**src/rtl/approx_adder_error_monitor.sv**
```systemverilog
// approx_adder_error_monitor
// Consumes operand pairs plus the approximate adder's 17-bit result, recomputes
// the exact sum and accumulates error metrics over a programmed sample count.
// Two-stage datapath: stage 1 captures exact/approx on accept, stage 2 forms
// |exact - approx| and folds it into the metrics on the following edge.
// Optional feature macro: ERRMON_SQERR_EN adds a saturating sum_sq_err output.
module approx_adder_error_monitor #(
  parameter int OP_W  = 16,
  parameter int CNT_W = 32,
  parameter int ACC_W = 48
) (
  input  logic               clk,
  input  logic               rst,
  input  logic               start,
  input  logic [CNT_W-1:0]   num_samples,
  input  logic               in_valid,
  output logic               in_ready,
  input  logic [OP_W-1:0]    op_a,
  input  logic [OP_W-1:0]    op_b,
  input  logic [OP_W:0]      approx_sum,
  output logic               busy,
  output logic               done,
  output logic [CNT_W-1:0]   sample_cnt,
  output logic [CNT_W-1:0]   err_cnt,
  output logic [OP_W:0]      max_abs_err,
  output logic [ACC_W-1:0]   sum_abs_err
`ifdef ERRMON_SQERR_EN
  ,
  output logic [2*ACC_W-1:0] sum_sq_err
`endif
);

  localparam int SQ_W = 2 * (OP_W + 1);

  typedef enum logic [1:0] {
    S_IDLE  = 2'd0,
    S_RUN   = 2'd1,
    S_DRAIN = 2'd2,
    S_DONE  = 2'd3
  } state_t;

  state_t           state_q, state_d;
  logic [CNT_W-1:0] target_q, target_d;
  logic [CNT_W-1:0] sample_cnt_q, sample_cnt_d;
  logic [CNT_W-1:0] err_cnt_q, err_cnt_d;
  logic [OP_W:0]    max_abs_err_q, max_abs_err_d;
  logic [ACC_W-1:0] sum_abs_err_q, sum_abs_err_d;
  logic             s1_valid_q, s1_valid_d;
  logic [OP_W:0]    exact_q, exact_d;
  logic [OP_W:0]    approx_q, approx_d;
`ifdef ERRMON_SQERR_EN
  logic [2*ACC_W-1:0] sum_sq_err_q, sum_sq_err_d;
  logic [SQ_W-1:0]    sq_term;
  logic [2*ACC_W:0]   sq_ext;
  logic [2*ACC_W-1:0] sq_sat;
`endif

  logic             start_run;
  logic             accept;
  logic             last_accept;
  logic [OP_W:0]    abs_err;
  logic [ACC_W:0]   sum_ext;
  logic [ACC_W-1:0] sum_sat;

  // Control decodes shared by the FSM and the datapath.
  assign start_run   = start && ((state_q == S_IDLE) || (state_q == S_DONE));
  assign accept      = in_valid && in_ready;
  assign last_accept = accept && ((sample_cnt_q + CNT_W'(1)) == target_q);

  // FSM next state and status outputs decoded from the registered state.
  always_comb begin
    state_d  = state_q;
    in_ready = 1'b0;
    busy     = 1'b0;
    done     = 1'b0;
    case (state_q)
      S_IDLE, S_DONE: begin
        done = (state_q == S_DONE);
        if (start) state_d = (num_samples == '0) ? S_DONE : S_RUN;
      end
      S_RUN: begin
        busy     = 1'b1;
        in_ready = (sample_cnt_q != target_q);
        if (last_accept) state_d = S_DRAIN;
      end
      S_DRAIN: begin
        busy = 1'b1;
        if (!s1_valid_q) state_d = S_DONE;
      end
      default: state_d = S_IDLE;
    endcase
  end

  // FSM state register.
  always_ff @(posedge clk or posedge rst) begin
    if (rst) state_q <= S_IDLE;
    else     state_q <= state_d;
  end

  // Stage-2 arithmetic: unsigned distance between exact and approx, and the
  // saturating accumulator candidates.
  always_comb begin
    abs_err = (exact_q >= approx_q) ? (exact_q - approx_q) : (approx_q - exact_q);
    sum_ext = {1'b0, sum_abs_err_q} + {{(ACC_W - OP_W){1'b0}}, abs_err};
    sum_sat = sum_ext[ACC_W] ? {ACC_W{1'b1}} : sum_ext[ACC_W-1:0];
`ifdef ERRMON_SQERR_EN
    sq_term = {{(OP_W + 1){1'b0}}, abs_err} * {{(OP_W + 1){1'b0}}, abs_err};
    sq_ext  = {1'b0, sum_sq_err_q} + {{(2 * ACC_W + 1 - SQ_W){1'b0}}, sq_term};
    sq_sat  = sq_ext[2*ACC_W] ? {(2 * ACC_W){1'b1}} : sq_ext[2*ACC_W-1:0];
`endif
  end

  // Datapath next state: run setup, accept counting, stage-1 capture, metric update.
  always_comb begin
    target_d      = target_q;
    sample_cnt_d  = sample_cnt_q;
    err_cnt_d     = err_cnt_q;
    max_abs_err_d = max_abs_err_q;
    sum_abs_err_d = sum_abs_err_q;
`ifdef ERRMON_SQERR_EN
    sum_sq_err_d  = sum_sq_err_q;
`endif
    s1_valid_d    = accept;
    exact_d       = exact_q;
    approx_d      = approx_q;
    if (accept) begin
      exact_d  = {1'b0, op_a} + {1'b0, op_b};
      approx_d = approx_sum;
    end
    if (start_run) begin
      // No beat can be in flight in IDLE/DONE, so clearing here loses nothing.
      target_d      = num_samples;
      sample_cnt_d  = '0;
      err_cnt_d     = '0;
      max_abs_err_d = '0;
      sum_abs_err_d = '0;
`ifdef ERRMON_SQERR_EN
      sum_sq_err_d  = '0;
`endif
    end else begin
      if (accept) sample_cnt_d = sample_cnt_q + CNT_W'(1);
      if (s1_valid_q) begin
        err_cnt_d     = err_cnt_q + CNT_W'(abs_err != '0);
        max_abs_err_d = (abs_err > max_abs_err_q) ? abs_err : max_abs_err_q;
        sum_abs_err_d = sum_sat;
`ifdef ERRMON_SQERR_EN
        sum_sq_err_d  = sq_sat;
`endif
      end
    end
  end

  // Datapath registers.
  always_ff @(posedge clk or posedge rst) begin
    if (rst) begin
      target_q      <= '0;
      sample_cnt_q  <= '0;
      err_cnt_q     <= '0;
      max_abs_err_q <= '0;
      sum_abs_err_q <= '0;
`ifdef ERRMON_SQERR_EN
      sum_sq_err_q  <= '0;
`endif
      s1_valid_q    <= 1'b0;
      exact_q       <= '0;
      approx_q      <= '0;
    end else begin
      target_q      <= target_d;
      sample_cnt_q  <= sample_cnt_d;
      err_cnt_q     <= err_cnt_d;
      max_abs_err_q <= max_abs_err_d;
      sum_abs_err_q <= sum_abs_err_d;
`ifdef ERRMON_SQERR_EN
      sum_sq_err_q  <= sum_sq_err_d;
`endif
      s1_valid_q    <= s1_valid_d;
      exact_q       <= exact_d;
      approx_q      <= approx_d;
    end
  end

  assign sample_cnt  = sample_cnt_q;
  assign err_cnt     = err_cnt_q;
  assign max_abs_err = max_abs_err_q;
  assign sum_abs_err = sum_abs_err_q;
`ifdef ERRMON_SQERR_EN
  assign sum_sq_err  = sum_sq_err_q;
`endif

endmodule

```
**config.mk**
```make
export PLATFORM = sky130hd
export DESIGN_NAME = approx_adder_error_monitor
export DESIGN_NICKNAME = d
export VERILOG_FILES = /design/src/rtl/approx_adder_error_monitor.sv
export SDC_FILE = /design/constraint.sdc
export NUM_CORES = 1
export LEC_CHECK = 0
export ABC_AREA = 1
export BUFFER_PORTS_ARGS = -buffer_cell sky130_fd_sc_hd__buf_2
export CELL_PAD_IN_SITES_DETAIL_PLACEMENT = 0
export CELL_PAD_IN_SITES_GLOBAL_PLACEMENT = 2
export CORE_ASPECT_RATIO = 0.75
export CORE_MARGIN = 4
export CORE_UTILIZATION = 28
export DETAILED_ROUTE_END_ITERATION = 10
export PLACE_DENSITY_LB_ADDON = 0.1
export SETUP_SLACK_MARGIN = 0.2
export SKIP_LAST_GASP = 1
export SLEW_MARGIN = 10
export SYNTH_ARGS = -nofsm -noshare
export SYNTH_HDL_FRONTEND = slang
export SYNTH_SLANG_ARGS = --single-unit
```
**constraint.sdc**
```tcl
create_clock -name clk -period 5.6 [get_ports clk]
set_input_delay 0.56 -clock clk [delete_from_list [all_inputs] [get_ports clk]]
set_output_delay 0.56 -clock clk [all_outputs]
set_load 0.01 [all_outputs]
```
==> impl_metrics.env <==
export IMPL_status="finished, final reports clean"
export IMPL_grt_pass1_vias=14700
export IMPL_synthTopCellsByCount="615 x nand2_1, 306 x inv_1, 198 x dfrtp_1"
export IMPL_layout_drive_gt1_share=0.130
export IMPL_start_util=0.283
export IMPL_ys_top_cells_by_area="dfrtp_1 33%, nand2_1 15%, inv_1 7.7%"
export IMPL_area_growth_pct=16.7
export IMPL_startpoint_type="flip-flop"
export IMPL_die_area_um2=57200
export IMPL_antenna_found_initial=1
export IMPL_ys_seq_elements=198
export IMPL_wl_per_cell_um=18.2
export IMPL_cts_root_buf="clkbuf_16"
export IMPL_synthCells=2170
export IMPL_fmax_ghz=0.204
export IMPL_p_leak_nw=8.74
export IMPL_track_usage=0.198
export IMPL_relSlewSlack=0.312
export IMPL_cp_data_required_time_ps=5970
export IMPL_arrival_ps=5280
export IMPL_setup_violations=0
export IMPL_yosys_warnings=0
export IMPL_grt_max_degree=115
export IMPL_maxCapViolCount=0
export IMPL_place_gp_congestion=0.875
export IMPL_fin_crit_sh=0.876
export IMPL_hpwlAfterDp_mm=44.2
export IMPL_drcViolationCount=0
export IMPL_n_antenna_cell=0
export IMPL_top_usage_layer="met1"
export IMPL_core_area_um2=52900
export IMPL_syn_cell_area_um2=15000
export IMPL_path_clk_slew_ps=80
export IMPL_fillers=5843
export IMPL_htreeDepth=4
export IMPL_nets=2547
export IMPL_timing_final_crit_period_ps=4910
export IMPL_final_setup_tns_ps=0
export IMPL_yosysMostFrequentCell="nand2_1"
export IMPL_grt_overflow_total=0
export IMPL_worstMarginPinSlew_ps=1030
export IMPL_rows=73
export IMPL_final_max_slew_viol_count=0
export IMPL_ir_drop_mv=0.326
export IMPL_cts_sinks=198
export IMPL_numPortBuffers=216
export IMPL_die_y_um=208
export IMPL_antenna_left=0
export IMPL_finalNonFillerCells=3094
export IMPL_synthesis_nets=2348
export IMPL_die_x_um=275
export IMPL_rsz0062_at_grt="no"
export IMPL_grt_pass1_wl_mm=88.0
export IMPL_clkLatencyLatePin_ps=470
export IMPL_dr_pass1_iters=7
export IMPL_ctsLongestPathBuffers=2
export IMPL_met1_usage=0.299
export IMPL_power_per_cell_area_nw_per_um2=640
export IMPL_cts_made_buffers=17
export IMPL_hold_path_class="input port to asynchronous set/reset pin"
export IMPL_finalHoldViolations=0
export IMPL_cts_setup_buffers=0
export IMPL_critPathMaxFanout=18
export IMPL_reg2regPathDepth=27
export IMPL_yosysTopAreaCell="dfrtp_1"
export IMPL_synth_top_cell_area_share=0.331
export IMPL_synth_edf_count=0
export IMPL_use_met3=0.0380
export IMPL_drt_iter0_markers=895
export IMPL_placedCellCount=3062
export IMPL_tritoncts="built"
export IMPL_use_met2=0.295
export IMPL_vias=14800
export IMPL_yosysSeqAreaShare=0.331
export IMPL_worst_clock_skew_ps=17.6
export IMPL_synth_distinct_cells=55
export IMPL_routed_via_density=4.77
export IMPL_wl_mm=56.3
export IMPL_worst_setup_path_type="flip-flop to flip-flop"
export IMPL_io_pins=217
export IMPL_ys_flop_type="dfrtp_1"
export IMPL_endpoint_kind="flip-flop"
export IMPL_async_flop_share=1.00
export IMPL_syn_area_per_cell_um2=6.89
-- stage by stage --
step | area [µm²] | setup WS, ps | utilization | hold WS (ps) | power, mW
CTS | 17400 | 577 | 0.330 | 259 | 11.3
floorplan | 15000 | 1910 | - | 469 | 7.64
global placement | 16800 | 626 | 0.318 | 484 | 9.95
detailed placement | 16800 | 620 | 0.318 | 488 | 9.89
global route | 17400 | 167 | 0.330 | 286 | 12.5
finish | 17400 | 693 | 0.330 | 290 | 11.2
-- final timing paths --
check | startpoint | to | slack, ps
worst min register to register | target_q[16]$_DFFE_PP0P_ | target_q[16]$_DFFE_PP0P_ | 510
worst max-delay path | exact_q[7]$_DFFE_PP0P_ | err_cnt[26]$_DFFE_PP0P_ | 690
worst max register to register | exact_q[7]$_DFFE_PP0P_ | err_cnt[26]$_DFFE_PP0P_ | 690
worst min-delay path | rst | err_cnt[29]$_DFFE_PP0P_ | 290
max in group asynchronous | rst | approx_q[4]$_DFFE_PP0P_ | 4050
min in group clk | num_samples[17] | target_q[17]$_DFFE_PP0P_ | 300
-- registers in the layout, indices dropped and copies added (netlist names) --
signal	flops
sum_abs_err	48
s1_valid_q	1
approx_q	17
state_q	2
target_q	32
max_abs_err	17
exact_q	17
err_cnt	32
sample_cnt	32
-- layout make-up --
class	instances	area (µm²)	share of cell area
multi-input combinational	1616	8650	0.496
sequential	198	4950	0.284
timing repair buffer	226	1170	0.0670
inverter	310	1170	0.0669
tap	712	891	0.0511
clock buffer	19	443	0.0254
clock inverter	13	168	0.00961
-- cell usage in the layout (no fill, tap or decap), types with 34 or more instances in the layout --
| master | count |
|---|---|
| nor2_1 | 179 |
| dfrtp_1 | 198 |
| xor2_1 | 61 |
| xnor2_1 | 35 |
| ha_1 | 89 |
| o21ai_0 | 181 |
| nand2_1 | 614 |
| nand4_1 | 34 |
| buf_2 | 216 |
| nor3_1 | 34 |
| inv_1 | 304 |
| nand3_1 | 111 |
| a21oi_1 | 100 |
-- where the power goes --
part | internal (mW) | switching [mW]
sequential | 1.78 | 0.297
combinational | 2.55 | 5.17
clock | 0.689 | 0.668
total | 5.03 | 6.14
-- cell families after synthesis --
logic type / after synthesis / synth area share
AND/OR/NAND/NOR: 1037 / 0.295
AO/OA/AOI/OAI: 390 / 0.146
flip-flops: 198 / 0.331
adder cells (fa/ha/maj): 93 / 0.0798
buffers and inverters: 356 / 0.0920
XOR/XNOR: 96 / 0.0562
-- repair_timing --
item / CTS / global route
hold buffers: 0 / 0
gates resized for setup: 0 / 2
setup endpoints to repair: 0 / 1
hold endpoints to repair: 0 / 0
-- worst max-delay path, stage by stage (launching register included) --
cell and delay, ps:
dfrtp_1 380, inv_1 60, ha_1 420, nand2_1 170, nor2_2 240, nand4_1 180
o21bai_1 170, a21oi_1 110, nand2_4 200, inv_2 160, nand2_1 90, nand2_1 110
nand2_1 100, inv_1 60, nand3_1 60, nor2_1 50, nand2_1 110, ha_1 210
ha_1 220, nand2_1 120, inv_1 110, nand3_1 220, nor4_4 260, nand2_1 170
nor2_4 180, nand4_1 220, o21ai_1 220, o21ba_2 180
-- layer usage --
metal	up-vias	wire, µm
met5	-	0
met4	0	568
met3	27	2670
met2	282	24000
met1	7026	29000
li1	7415	-
Note: power is estimated with default switching activity, not from simulation.
